$ cat src/rtl/dds_control_sequencer.sv
// Control-bus initiator for channelized_dds: stores a host-loaded program, then on Start clears every
// channel and replays the program. Optional entry range check: `define DDS_CONTROL_SEQ_RANGE_CHECK_EN.
package dds_control_pkg;
    typedef enum logic [2:0] {
        dds_control_type_none      = 3'd0,
        dds_control_type_lfsr      = 3'd1,
        dds_control_type_sin_sweep = 3'd2,
        dds_control_type_sin_step  = 3'd3
    } dds_control_type_t;

    // channel_index is wider than any local channel counter so out-of-range hosts are representable
    typedef struct packed {
        logic              valid;
        logic [7:0]        channel_index;
        logic [47:0]       setup_data;
        dds_control_type_t control_type;
        logic [15:0]       control_data;
    } dds_control_t;
endpackage

module dds_control_sequencer
    import dds_control_pkg::*;
#(
    parameter int NUM_CHANNELS        = 16,
    parameter int CHANNEL_INDEX_WIDTH = $clog2(NUM_CHANNELS),
    parameter int PROGRAM_DEPTH       = 32,
    parameter int GAP_CYCLES          = 0
) (
    input  logic                               Clk,
    input  logic                               Rst_n,
    input  logic                               Entry_valid,
    output logic                               Entry_ready,
    input  dds_control_t                       Entry_data,
    input  logic                               Clear_program,
    input  logic                               Start,
    input  logic                               Abort,
    output logic                               Busy,
    output logic                               Done,
    output logic [$clog2(PROGRAM_DEPTH+1)-1:0] Entry_count,
    output logic [15:0]                        Rejected_count,
    output dds_control_t                       Control_data
);
    localparam int CNT_W = $clog2(PROGRAM_DEPTH + 1);
    localparam int AW    = $clog2(PROGRAM_DEPTH);
    localparam int IDX_W = (CNT_W > CHANNEL_INDEX_WIDTH) ? CNT_W : CHANNEL_INDEX_WIDTH;

    typedef enum logic [1:0] {S_IDLE, S_CLEAR, S_PROGRAM, S_GAP} state_t;

    state_t             state_q, state_d, pend_q, pend_d, nxt;
    logic [IDX_W-1:0]   idx_q, idx_d, clr_idx;
    logic [7:0]         gap_q, gap_d;
    logic [CNT_W-1:0]   count_q, count_d;
    dds_control_t       ctrl_q, ctrl_d;
    logic               done_q, done_d;
    logic               emit_clr, emit_prg, finish;
    logic               accept, entry_ok, store;
    dds_control_t       mem [PROGRAM_DEPTH];

    // Reset asserts asynchronously, releases two clocks later
    logic [1:0] rst_sync_q;
    logic       rst_int_n;
    always_ff @(posedge Clk or negedge Rst_n) begin
        if (!Rst_n) rst_sync_q <= 2'b00;
        else        rst_sync_q <= {rst_sync_q[0], 1'b1};
    end
    assign rst_int_n = rst_sync_q[1];

    assign Entry_ready = (state_q == S_IDLE) && !Clear_program && (count_q < CNT_W'(PROGRAM_DEPTH));
    assign accept      = Entry_valid && Entry_ready;

`ifdef DDS_CONTROL_SEQ_RANGE_CHECK_EN
    logic [15:0] rej_q, rej_d;
    assign entry_ok = (int'(Entry_data.channel_index) < NUM_CHANNELS) &&
                      (Entry_data.control_type inside {dds_control_type_none, dds_control_type_lfsr,
                                                       dds_control_type_sin_sweep, dds_control_type_sin_step});
    always_comb begin
        rej_d = rej_q;
        if (accept && !entry_ok && rej_q != 16'hFFFF) rej_d = rej_q + 16'd1;
    end
    always_ff @(posedge Clk or negedge rst_int_n) begin
        if (!rst_int_n) rej_q <= '0;
        else            rej_q <= rej_d;
    end
    assign Rejected_count = rej_q;
`else
    assign entry_ok       = 1'b1;
    assign Rejected_count = 16'h0000;
`endif

    assign store = accept && entry_ok;

    always_comb begin
        count_d = count_q;
        if (Clear_program) count_d = '0;
        else if (store)    count_d = count_q + 1'b1;
    end

    always_ff @(posedge Clk) begin
        if (store) mem[count_q[AW-1:0]] <= Entry_data;
    end

    always_comb begin
        state_d       = state_q;
        pend_d        = pend_q;
        idx_d         = idx_q;
        gap_d         = gap_q;
        nxt           = state_q;
        ctrl_d        = ctrl_q;
        ctrl_d.valid  = 1'b0;
        done_d        = 1'b0;
        emit_clr      = 1'b0;
        emit_prg      = 1'b0;
        finish        = 1'b0;
        clr_idx       = idx_q;

        case (state_q)
            S_IDLE: begin
                if (Start && !Abort) begin
                    emit_clr = 1'b1;
                    clr_idx  = '0;
                end
            end
            S_CLEAR:   emit_clr = 1'b1;
            S_PROGRAM: begin
                // A clear issued mid-replay truncates the program right here
                if (Clear_program || idx_q >= IDX_W'(count_q)) finish = 1'b1;
                else                                           emit_prg = 1'b1;
            end
            S_GAP: begin
                if (gap_q == 8'd0) state_d = pend_q;
                else               gap_d   = gap_q - 8'd1;
            end
            default: state_d = S_IDLE;
        endcase

        if (emit_clr) begin
            ctrl_d               = '0;
            ctrl_d.valid         = 1'b1;
            ctrl_d.channel_index = 8'(clr_idx);
            ctrl_d.control_type  = dds_control_type_none;
            if (clr_idx == IDX_W'(NUM_CHANNELS - 1)) begin
                nxt   = S_PROGRAM;
                idx_d = '0;
            end else begin
                nxt   = S_CLEAR;
                idx_d = clr_idx + 1'b1;
            end
        end

        if (emit_prg) begin
            ctrl_d       = mem[idx_q[AW-1:0]];
            ctrl_d.valid = 1'b1;
            nxt          = S_PROGRAM;
            idx_d        = idx_q + 1'b1;
        end

        if (emit_clr || emit_prg) begin
            if (GAP_CYCLES > 0) begin
                state_d = S_GAP;
                pend_d  = nxt;
                gap_d   = 8'(GAP_CYCLES - 1);
            end else begin
                state_d = nxt;
            end
        end

        if (finish) begin
            state_d = S_IDLE;
            done_d  = 1'b1;
        end

        if (Abort && state_q != S_IDLE) begin
            state_d      = S_IDLE;
            ctrl_d       = ctrl_q;
            ctrl_d.valid = 1'b0;
            done_d       = 1'b0;
        end
    end

    always_ff @(posedge Clk or negedge rst_int_n) begin
        if (!rst_int_n) begin
            state_q <= S_IDLE;
            pend_q  <= S_IDLE;
            idx_q   <= '0;
            gap_q   <= '0;
            count_q <= '0;
            ctrl_q  <= '0;
            done_q  <= 1'b0;
        end else begin
            state_q <= state_d;
            pend_q  <= pend_d;
            idx_q   <= idx_d;
            gap_q   <= gap_d;
            count_q <= count_d;
            ctrl_q  <= ctrl_d;
            done_q  <= done_d;
        end
    end

    assign Busy         = (state_q != S_IDLE);
    assign Done         = done_q;
    assign Entry_count  = count_q;
    assign Control_data = ctrl_q;
endmodule

$ cat config.mk
export PLATFORM = sky130hd
export DESIGN_NAME = dds_control_sequencer
export DESIGN_NICKNAME = d
export VERILOG_FILES = /design/src/rtl/dds_control_sequencer.sv
export SDC_FILE = /design/constraint.sdc
export NUM_CORES = 2
export LEC_CHECK = 0
export CORE_MARGIN = 1
export CORE_UTILIZATION = 28
export CTS_CLUSTER_SIZE = 30
export DETAILED_ROUTE_END_ITERATION = 16
export RECOVER_POWER = 25
export SETUP_SLACK_MARGIN = 0.1
export SLEW_MARGIN = 0
export SYNTH_ARGS = -nofsm -noshare
export SYNTH_HDL_FRONTEND = slang
export SYNTH_SLANG_ARGS = --single-unit
$ cat constraint.sdc
create_clock -name Clk -period 3.2 [get_ports Clk]
set_clock_uncertainty 0.05 [all_clocks]
set_input_delay 0.64 -clock Clk [delete_from_list [all_inputs] [get_ports Clk]]
set_output_delay 0.64 -clock Clk [all_outputs]
set_load 0.1 [all_outputs]
==> flow_summary.rst <==
.. list-table::
   :header-rows: 1

   * - Metric
     - Value
   * - TritonCTS clock tree
     - yes
   * - Highest Clock Rate
     - 345 MHz
   * - First-pass GRT wire length
     - 351000 um
   * - CP Data Required Time
     - 3870 ps
   * - Placed instance area
     - 106000 um2
   * - Count of pins over their slew limit
     - 164
   * - Number of buffers created by CTS
     - 239
   * - Dominant synthesized flop cell
     - sky130_fd_sc_hd__edfxtp_1
   * - Minimum clock period
     - 2900 ps
   * - Layout net count
     - 4677
   * - Rel. slew slack
     - -0.0603
   * - Yosys warnings
     - 0
   * - Violated checks
     - capacitance limit, slew limit
   * - Area taken by multi-input logic gates
     - 20000 um2
   * - Crit path max fanout
     - 18
   * - Area growth, synth to finish
     - 19.3%
   * - PwrDens
     - 697 nW/um2
   * - Synthesized area divided by synthesized cell count
     - 23.6 um2
   * - Number of flops mapped to enable cells by yosys
     - 2400
   * - Maximum number of pins on one net before global-route repair
     - 105
   * - Die X
     - 586 um
   * - Combined flip-flop and latch cell area
     - 74600 um2
   * - Final number of hold-violating endpoints
     - 0
   * - Complex-gate fraction of the synthesized area
     - 0.00649
   * - Number of DRC violations after detailed routing
     - 0
   * - Cell count after synthesis
     - 4052
   * - Layout cells sized above 1
     - 0.311
   * - Most numerous cell in the Yosys netlist
     - sky130_fd_sc_hd__edfxtp_1
   * - Total power
     - 79.4 mW
   * - Area of the core
     - 340000 um2
   * - Wire length per cell after detailed routing
     - 26.4 um
   * - Endpoint kind of the worst setup timing path
     - flop
   * - Sum of overflow across all layers after global routing
     - 0
   * - Maximum buffer depth of the clock tree
     - 4
   * - Final clock period utilization by the worst path
     - 0.905
   * - Area of the die
     - 343000 um2
   * - Antenna-violating nets left
     - 0
   * - Count of clock tree sinks
     - 2501
   * - Proportion of register bits with asynchronous set or reset after synthesis
     - 0.0404
   * - Simple-gate share of the synthesized area
     - 0.0216
   * - Initial core utilization
     - 0.281
   * - Port Buffer Count
     - 165
   * - Root cell of the clock tree
     - sky130_fd_sc_hd__clkbuf_16
   * - Area share of the largest cell type after synthesis
     - 0.755
   * - Flip-flop and latch count after synthesis
     - 2501
   * - Number of top-level pins
     - 183
   * - Sequential-to-total area share from yosys stat
     - 0.781
   * - Setup Fix Bufs, Post-CTS
     - 0
   * - Path category of the worst min-delay check
     - flop to flop
   * - Row count
     - 214
   * - Worst slew pin tran
     - 1590 ps
   * - Fin cells
     - 9315
   * - Die H
     - 586 um
   * - Adder-cell area share of the yosys netlist
     - 0.00184
   * - Final estimated routing congestion in global placement
     - 0.745
   * - Count of max-cap constraint violations
     - 7
   * - CP arrival
     - 3570 ps
   * - Count of fill cells added during filler insertion
     - 31.6k
   * - Unrepaired setup endpoints after global routing
     - no
   * - Xor and xnor fraction of the mapped netlist area
     - 0.00110
   * - Insertion delay of the later-clocked pin in the worst-skew pair
     - 870 ps
   * - Final Hold Slack
     - 304 ps
   * - Netlist cell types
     - 50
   * - Overall via count from detail_route
     - 45.2k
   * - Total routing resource utilization after global routing
     - 0.142
   * - Outcome
     - finished with violations
   * - Combinational family with the most area after synthesis
     - multiplexers
   * - Half-perimeter wire length of the detailed placement result
     - 144000 um
   * - First DRT Iteration DRCs
     - 4796
   * - Finish-stage setup viols
     - 0
   * - Synth area leaders
     - sky130_fd_sc_hd__edfxtp_1, sky130_fd_sc_hd__mux4_2, sky130_fd_sc_hd__dfrtp_1
   * - Pre-Repair DR Iteration Count
     - 7
   * - Worst Path Class, Setup
     - flop to flop
   * - Most used standard cells in the synthesized netlist
     - sky130_fd_sc_hd__edfxtp_1, sky130_fd_sc_hd__mux4_2, sky130_fd_sc_hd__clkbuf_1
   * - Initial antenna violation count
     - 40
   * - Clock edge transition at the registers on the reported setup and hold paths
     - 60 ps
   * - Final wirelength
     - 246000 um
   * - Combined area of all synthesized cells
     - 95500 um2
   * - Share of synthesized area spent on multiplexers
     - 0.174
   * - Final instance area
     - 114000 um2
   * - Worst IR Drop VDD
     - 0.000744 V
   * - Via count of the first global-routing pass
     - 46.5k
   * - Number of vias per cell after detailed routing
     - 4.85
   * - Total placed cells including tap cells
     - 8875
   * - LEAKAGE
     - 35.5 nW
   * - Cell taking the most area after synthesis
     - sky130_fd_sc_hd__edfxtp_1
   * - Total number of H-tree levels
     - 4
   * - Element type at the critical path start
     - flop
## kinds of logic after synthesis
group | after synthesis
and+or+nand+nor | 402
other | 2
AOI/OAI and AO/OA | 91
xor gates and xnor gates | 12
adders and majority gates | 14
buffers and inverters | 257
muxes | 773
DFF | 2501
## area by class of cell
| class | count | area share |
|---|---|---|
| Multi-Input combinational cell | 1309 | 0.175 |
| Inverter | 13 | 0.000428 |
| Clock inverter | 125 | 0.0102 |
| Timing Repair Buffer | 517 | 0.0522 |
| Sequential cell | 2501 | 0.655 |
| Antenna cell | 4 | 0.0000879 |
| Clock buffer | 310 | 0.0568 |
| Tap cell | 4536 | 0.0498 |
## registers in the layout (all words and copies together), names as in the netlist
name and flops:
mem 2400, Control_data 76, gap_q 8, Entry_count 6
idx_q 6, rst_sync_q 2, state_q 2, Done 1
## metrics by stage
step                      setup slack [ps]   util  setup TNS, ps
final                                  303  0.336              0
after global routing                   109  0.336              0
after CTS                              134  0.336              0
after detailed placement              -183  0.313         -15780
after global placement                -183  0.313          -8270
after floorplan                      -1440      -       -2517270
## report_power, final
part           switching, mW  internal, mW  total, mW  leakage [nW]
Clock                   12.0          15.8       27.8          3.74
Combinational           7.82          7.70       15.5          8.76
Sequential             0.115          36.0       36.1          23.0
Total                   19.9          59.5       79.4          35.5
## path summary, 6_finish.rpt
check                                           start                      endpoint  slack, ps  depth (start not counted)
hold / removal                rst_sync_q[0]$_DFF_PN0_       rst_sync_q[1]$_DFF_PN0_        300                          0
setup reg to reg           Entry_count[5]$_DFFE_PN0P_  Control_data[72]$_DFFE_PN0P_        300                         10
setup / recovery           Entry_count[5]$_DFFE_PN0P_  Control_data[72]$_DFFE_PN0P_        300                         10
hold reg to reg               rst_sync_q[0]$_DFF_PN0_       rst_sync_q[1]$_DFF_PN0_        300                          0
min in group asynchronous     rst_sync_q[1]$_DFF_PN0_  Control_data[21]$_DFFE_PN0P_        490                          0
max in group asynchronous     rst_sync_q[1]$_DFF_PN0_  Control_data[10]$_DFFE_PN0P_       1210                          1
## cells in the final DEF, fill, tap and decap left out, drive strengths merged, types with 28 or more instances in the layout
cell	n
nand2b	71
dfrtp	101
dlygate4sd3	53
mux4	709
nand4	72
mux2i	59
edfxtp	2400
clkbuf	361
nor2	48
clkinv	93
buf	385
nand3	80
nand2	92
clkdlybuf4s50	28
## metal layers
layer | global-route usage | share of wire | vias to the layer above
met5 | 0 | 0.00027 | -
met2 | 0.229 | 0.48 | 1691
met3 | 0.0250 | 0.071 | 329
met4 | 0.0336 | 0.022 | 10
met1 | 0.199 | 0.43 | 24808
li1 | - | - | 18350
## what timing repair did
| action | CTS | global route |
|---|---|---|
| setup endpoints to repair | 2 | 3 |
| resized for setup | 2 | 3 |
| endpoints found under the hold margin | 2 | 0 |
| hold buffers | 1 | 0 |
## worst max-delay path, stage by stage (launching register included)
cell                       delay [ps]
sky130_fd_sc_hd__dfrtp_1          500
sky130_fd_sc_hd__inv_1            120
sky130_fd_sc_hd__ha_1             340
sky130_fd_sc_hd__a211oi_1         320
sky130_fd_sc_hd__o211a_1          190
sky130_fd_sc_hd__o21ai_1          100
sky130_fd_sc_hd__buf_4            240
sky130_fd_sc_hd__nor4_2           540
sky130_fd_sc_hd__buf_4            200
sky130_fd_sc_hd__a21oi_1           60
sky130_fd_sc_hd__o21ai_1          140
Power figures use the tool's default switching activity.
